===== config.mk =====
export PLATFORM = sky130hd
export DESIGN_NAME = form_trans_pkt_n8
export DESIGN_NICKNAME = d
export VERILOG_FILES = /design/src/rtl/form_trans_pkt_n8.sv
export SDC_FILE = /design/constraint.sdc
export NUM_CORES = 2
export LEC_CHECK = 0
export BUFFER_PORTS_ARGS = -buffer_cell sky130_fd_sc_hd__buf_4
export CAP_MARGIN = 15
export CORE_ASPECT_RATIO = 1.4
export CORE_MARGIN = 5
export CORE_UTILIZATION = 55
export CTS_BUF_LIST = sky130_fd_sc_hd__clkbuf_8
export DETAILED_ROUTE_END_ITERATION = 10
export PLACE_DENSITY = 0.71
export SYNTH_ARGS = -nofsm -noshare
export SYNTH_HDL_FRONTEND = slang
export SYNTH_SLANG_ARGS = --single-unit

===== constraint.sdc =====
create_clock -name clk -period 7.5 [get_ports clk]
set_input_delay 1.5 -clock clk [delete_from_list [all_inputs] [get_ports clk]]
set_output_delay 1.5 -clock clk [all_outputs]
set_load 0.01 [all_outputs]

===== src/rtl/form_trans_pkt_n8.sv =====
// Packet serialiser: buffers wide frame words in a show-ahead FIFO and
// emits them MSB byte first, with hunting, truncation, abort and gap.
module form_trans_pkt_n8 #(
   parameter int IN_BYTES   = 4,
   parameter int FIFO_AW    = 6,
   parameter int MAX_WORDS  = 64,
   parameter int GAP_CYCLES = 8
) (
   input  logic                  clk,
   input  logic                  rst_n,
   input  logic [8*IN_BYTES-1:0] din,
   input  logic                  din_sof,
   input  logic                  din_eof,
   input  logic [2:0]            din_bcnt,
   input  logic                  din_en,
   output logic                  din_full,
   output logic [7:0]            dout_8bit,
   output logic                  dout_8bit_en,
   output logic                  dout_8bit_sof,
   output logic                  dout_8bit_eof,
   input  logic                  dout_rdy,
   output logic                  ovf,
   output logic                  err_trunc,
   output logic                  err_abort
);

   localparam int DW    = 8 * IN_BYTES;
   localparam int DEPTH = 1 << FIFO_AW;
   localparam logic [7:0]       MAXW    = 8'(MAX_WORDS);
   localparam logic [8:0]       GAPW    = 9'(GAP_CYCLES);
   localparam logic [3:0]       NBW     = 4'(IN_BYTES);
   localparam logic [FIFO_AW:0] PTR_ONE = (FIFO_AW+1)'(1);

   typedef struct packed {
      logic          sof;
      logic          eof;
      logic [2:0]    bcnt;
      logic [DW-1:0] data;
   } word_t;

   typedef enum logic [1:0] {IDLE, HUNT, SEND, GAP} state_t;

   word_t            mem [DEPTH];
   word_t            head;
   word_t            wr_word;
   logic [FIFO_AW:0] wr_ptr, rd_ptr, level;
   logic             full, empty, wr, pop;

   state_t     state, state_n;
   logic [2:0] idx, idx_n;
   logic [7:0] wcnt, wcnt_n;
   logic [7:0] gcnt, gcnt_n;
   logic       trunc_n, abort_n;

   logic [3:0]    nb;
   logic [DW-1:0] shifted;
   logic          last_byte, first_word, at_max, end_frame;
   logic          abort, send_en;

   // full is judged before any same-cycle pop, so a write into a full FIFO drops
   assign level    = wr_ptr - rd_ptr;
   assign full     = level[FIFO_AW];
   assign empty    = (level == '0);
   assign wr       = din_en && !full;
   assign head     = mem[rd_ptr[FIFO_AW-1:0]];
   assign din_full = full;
   assign wr_word  = '{sof: din_sof, eof: din_eof, bcnt: din_bcnt, data: din};

   always_ff @(posedge clk) begin
      if (wr) mem[wr_ptr[FIFO_AW-1:0]] <= wr_word;
   end

   always_ff @(posedge clk) begin
      if (!rst_n) begin
         wr_ptr <= '0;
         rd_ptr <= '0;
         ovf    <= 1'b0;
      end else begin
         if (wr) wr_ptr <= wr_ptr + PTR_ONE;
         if (pop) rd_ptr <= rd_ptr + PTR_ONE;
         if (din_en && full) ovf <= 1'b1;
      end
   end

   always_comb begin
      nb = NBW;
      if (head.eof && head.bcnt != 3'd0 && {1'b0, head.bcnt} < NBW)
         nb = {1'b0, head.bcnt};
   end

   assign shifted    = head.data << {idx, 3'b000};
   assign last_byte  = ({1'b0, idx} == nb - 4'd1);
   assign first_word = (wcnt == 8'd1);
   assign at_max     = (wcnt == MAXW);
   assign end_frame  = head.eof || at_max;
   // a fresh sof at a word boundary means the current frame lost its eof
   assign abort      = (state == SEND) && !empty && (idx == 3'd0) &&
                       !first_word && head.sof;
   assign send_en    = (state == SEND) && !empty && !abort;

   assign dout_8bit_en  = send_en;
   assign dout_8bit     = send_en ? shifted[DW-1 -: 8] : 8'h00;
   assign dout_8bit_sof = send_en && first_word && (idx == 3'd0);
   assign dout_8bit_eof = send_en && last_byte && end_frame;

   always_ff @(posedge clk) begin
      if (!rst_n) begin
         state     <= IDLE;
         idx       <= 3'd0;
         wcnt      <= 8'd0;
         gcnt      <= 8'd0;
         err_trunc <= 1'b0;
         err_abort <= 1'b0;
      end else begin
         state     <= state_n;
         idx       <= idx_n;
         wcnt      <= wcnt_n;
         gcnt      <= gcnt_n;
         err_trunc <= trunc_n;
         err_abort <= abort_n;
      end
   end

   always_comb begin
      state_n = state;
      idx_n   = idx;
      wcnt_n  = wcnt;
      gcnt_n  = gcnt;
      pop     = 1'b0;
      trunc_n = 1'b0;
      abort_n = 1'b0;
      unique case (state)
         IDLE: begin
            if (!empty) state_n = HUNT;
         end
         HUNT: begin
            if (!empty) begin
               if (head.sof) begin
                  state_n = SEND;
                  idx_n   = 3'd0;
                  wcnt_n  = 8'd1;
               end else begin
                  pop = 1'b1;
               end
            end
         end
         SEND: begin
            if (abort) begin
               abort_n = 1'b1;
               state_n = GAP;
               gcnt_n  = 8'd0;
            end else if (send_en && dout_rdy) begin
               if (last_byte) begin
                  pop   = 1'b1;
                  idx_n = 3'd0;
                  if (end_frame) begin
                     state_n = GAP;
                     gcnt_n  = 8'd0;
                     trunc_n = !head.eof;
                  end else begin
                     wcnt_n = wcnt + 8'd1;
                  end
               end else begin
                  idx_n = idx + 3'd1;
               end
            end
         end
         GAP: begin
            if ({1'b0, gcnt} + 9'd1 >= GAPW) state_n = IDLE;
            else gcnt_n = gcnt + 8'd1;
         end
         default: state_n = IDLE;
      endcase
   end

endmodule


## Word level (Yosys, flattened, before mapping)

Memories as Yosys holds them, arrays and structs flattened. A register that Yosys moved wholly into a read port is not among the register bits.
Index checks and enable logic that the tools add are counted.

| operators by class | value |
|---|---|
| add/sub/neg operators | 8 |
| $lt $le $gt $ge | 2 |
| equal/unequal tests | 18 |
| shift-type cells | 1 |
| mux-type cells | 41 |
| bitwise operators | 5 |
| reduce and logical (&&, ||, !) cells | 32 |

Operators with widths:

| operator | count |
|---|---|
| 2-to-1 mux 8 bit | 12 |
| case mux 8 bit (2 select lines) | 2 |
| << shifter 32 x 6 -> 32 bit | 1 |
| 2-to-1 mux 3 bit | 6 |
| adder 8 x 1 -> 8 bit (second input constant) | 2 |
| 2-to-1 mux 2 bit | 8 |
| != test 2 bit (second input constant) | 8 |
| adder 7 x 1 -> 7 bit (second input constant) | 2 |
| logical AND 1 bit | 14 |
| AND reduction 7 bit | 2 |
| 2-to-1 mux 6 bit | 2 |
| AND reduction 5 bit | 2 |
| adder 8 x 1 -> 9 bit (second input constant) | 1 |
| >= comparator 9 x 4 -> 1 bit (second input constant) | 1 |
| equality test 8 x 1 -> 1 bit (second input constant) | 1 |
| equality test 8 x 7 -> 1 bit (second input constant) | 1 |
| 2-to-1 mux 1 bit | 8 |
| case mux 2 bit (4 select lines) | 1 |
| logical NOT 7 bit | 1 |
| subtractor 7 bit | 1 |
| != test 3 bit (second input constant) | 2 |
| case mux 3 bit (2 select lines) | 1 |
| OR reduction 6 bit | 1 |
| logical NOT 1 bit | 5 |
| 16 further kinds | 22 |

| storage, ports and cells | value |
|---|---|
| flip-flop bits (word level) | 38 |
| memory bits (writable) | 2368 |
| input bits | 41 |
| output and inout port bits | 15 |
| memories | 1 |

Memories:

| memory | depth | width | read ports | clocked after memory_dff | write ports | RTL line | text |
|---|---|---|---|---|---|---|---|
| mem | 64 | 37 | 1 | 1 | 1 | 43 | `word_t mem [DEPTH];` |

## Depth between registers and ports, before layout

| logic depth | value |
|---|---|
| depth after elaboration | 15 |
| gate-level depth with buffers | 21 |
| mapped depth without buffers | 15 |

## Worst setup path before layout

No wires, ideal clock.

| timing | value |
|---|---|
| kind | register -> output |
| start | register with a tool-made name |
| end | output port dout_8bit[0] |
| arrival | 3.736 ns |
| data required time | 6.000 ns |
| setup slack | 2.264 ns |
| stages on the path, launching flop included | 12 |
| path buffers | 6 |
| path through | dfxtp_1 -> buf_2 -> buf_2 -> buf_2 -> clkbuf_1 -> clkbuf_1 -> buf_1 -> mux4_2 -> mux4_2 -> mux4_2 -> mux4_2 -> nor2b_1 |

RTL lines:

| what | RTL line | text |
|---|---|---|
| end, declared | 17 | `output logic [7:0] dout_8bit,` |

==> out/qor.yml <==
timing:
  worst_slack_ns: 0.543
  finalSetupViolCount: 0
  rsz0062_at_grt: "false"
  fin_worst_skew_ns: 0.0635
  finalCriticalPeriod_ns: 6.96
  slew_violations: 0
  slew_headroom: 0.156
  fin_crit_sh: 0.928
  fmax_mhz: 144
  worstMarginPinSlew_ns: 1.26
  hold_violations: 0
  fin_hold_ws_ns: 0.472
  fin_setup_tns_ns: 0
power_and_ir_drop:
  power_density_mw_per_mm2: 256
  switching_share: 0.222
  intPower_uw: 20500
  switchingPower_uw: 5850
  p_seq_frac: 0.567
  ir_worst_vdd_mv: 0.192
  power_frac_comb: 0.064
  p_leak_uw: 0.0311
  clkPwrFrac: 0.369
cells_and_area:
  final_area_mm2: 0.103
  fill_cells: 11200
  area_delta_synth_final_pct: 11.2
  seq_area_mm2: 0.0720
  multi_input_area_mm2: 0.0202
  drive_gt1_frac: 0.326
  mostFrequentLayoutCells: "edfxtp_1 (2368), mux4_2 (747), clkbuf_8 (380)"
  final_common_cell: "edfxtp_1"
  fin_nets: 4235
worst_setup_path:
  cp_top_family: "compound AO/OA/AOI/OAI gates"
  worst-path-buf-inv: 3
  crit_path_cell_trace: "buf_12 > nor2_1 > a21boi_0 > a41oi_1 > a311oi_1 > buf_4 > and2_1 > o21ai_0 > ha_1 > xor2_1 > nor2_1 > and4b_1 > a211oi_1 > nor3b_1 > buf_4"
  r2r-start: "rd_ptr[2]"
  cp.required_ns: 6.00
  crit_type: "register to output pin"
  critPathSlowestCell: "dfxtp_4"
  cp_slowest_stage_delay_ns: 0.68
  start_kind: "register"
  cp_max_fo: 52
  end_kind: "output pin"
  cp.arrival_ns: 5.46
clocking:
  clk_pin_slew_ns: 0.07
  post_cts_resized: 0
  cts_root_buffer: "clkbuf_8"
  cts_setup_buffers: 0
  cts_tree: "done"
  hold_buffers: 0
  cts_buffer_depth: 4
  htree_levels: 5
  insertion_delay_ns: 1.04
  numCtsBuffers: 364
  clock_sinks: 2412
logic_synthesis:
  syn_area_mm2: 0.0928
  synth_edf_count: 2368
  synth_seq_cells: 2412
  ys.warnings.count: 0
  syn-num-nets: 3891
  ys_seq_area_frac: 0.776
  async_flop_share: 0
  synth.avg_cell_area_um2: 24.2
  synth_cells: 3829
  synth_cell_types: 63
  yosysTopAreaCellShare: 0.766
  ys.flop_type: "edfxtp_1"
  synth.largest_area_cell: "edfxtp_1"
  netlist_top_cells_area: "edfxtp_1 (77%), mux4_2 (18%), dfxtp_1 (0.95%), mux2i_1 (0.51%), nor2_1 (0.44%)"
worst_hold_path:
  min_path_type: "register to register"
  worstHoldStart: "ovf"
drt:
  drc_errors: 0
  dr_total_vias: 44600
  drt_iter0_drc: 5980
  dr.pass1.iters: 6
  wl_um: 238000
  drtAntennaViolNets: 0
  wl_per_cell_um: 35.5
  drt-vias-per-instance: 6.67
die:
  start_util: 0.553
  rows: 178
  die_area_mm2: 0.177
  chipHeight_um: 496
  die_x_um: 357
  io_pins: 56
  fp.coreArea_mm2: 0.168
placement:
  hpwl_um: 127000
  port_buffers: 55
  dp_slack_ns: 1.40
  place_congestion: 0.812
  place_area_mm2: 0.0968
global_route:
  grt_pass1_wl_um: 335000
  grt_max_degree: 123
  grt_pass1_vias: 45100
  grt.overflow.total: 0
  antenna_found_initial: 10
  grt_use_total: 0.272
status:
  status: "completed"
run:
  cap_violations: 0
flip-flops by register name (all words and copies together) (netlist names), named ones only:
name / cells
err_abort: 1
err_trunc: 1
gcnt: 8
idx: 3
mem: 2368
ovf: 1
rd_ptr: 7
state: 2
wcnt: 8
wr_ptr: 7
final timing paths:
check | endpoint | slack, ns | cells past startpoint
setup / recovery | dout_8bit_eof | 0.54 | 15
hold / removal | ovf | 0.47 | 2
hold reg to reg | ovf | 0.47 | 2
setup reg to reg | mem[39][30] | 1.94 | 12
synthesized netlist by cell type (19+ instances only):
cell,instances
buf_1,21
buf_2,30
buf_4,36
clkbuf_1,97
dfxtp_1,44
edfxtp_1,2368
ha_1,21
inv_1,19
mux2i_1,47
mux4_2,747
nand2_1,35
nand3_1,29
nor2_1,109
power by group through the flow:
stage	combinational, uW	sequential [uW]	clock [uW]
after floorplan	1100	15200	0
after global placement	1670	15200	0
after detailed placement	1690	15300	0
after CTS	1690	15000	9890
after global routing	1800	15000	10500
final	1690	15000	9740
tightest hold or removal path, cell delays in order (launching register included):
cell,delay (ns)
dfxtp_1,0.33
a21oi_1,0.04
nor2_1,0.07
cell type report:
cell class	instances	share of cell area
clock buffers	380	0.0507
flip-flops and latches	2412	0.697
multi-input cells	1200	0.196
diodes	9	0.000218
repair buffers	175	0.0164
inverters	20	0.000727
well taps	2250	0.0273
clock inverters	238	0.0114
through the flow:
stage	cells	power (uW)	util
after floorplan	3829	16300	-
after global routing	6679	27300	0.615
after CTS	6674	26500	0.615
after detailed placement	6056	16900	0.576
final	6684	26400	0.615
after global placement	6054	16900	0.576
kinds of logic after synthesis:
| kind of cell | share of synthesized area |
|---|---|
| DFF | 0.776 |
| muxes | 0.187 |
| and+or+nand+nor | 0.0143 |
| buffers and inverters | 0.0117 |
| AOI/OAI and AO/OA | 0.00724 |
| adders and majority gates | 0.00283 |
| xor gates and xnor gates | 0.00170 |
routing by layer:
layer	GRT usage	part of all wire	routed length [um]
met5	0	0.00012	28
met4	0.110	0.045	10700
met3	0.0508	0.10	24700
met2	0.444	0.50	119000
met1	0.369	0.35	83000
Power figures use the tool's default switching activity.
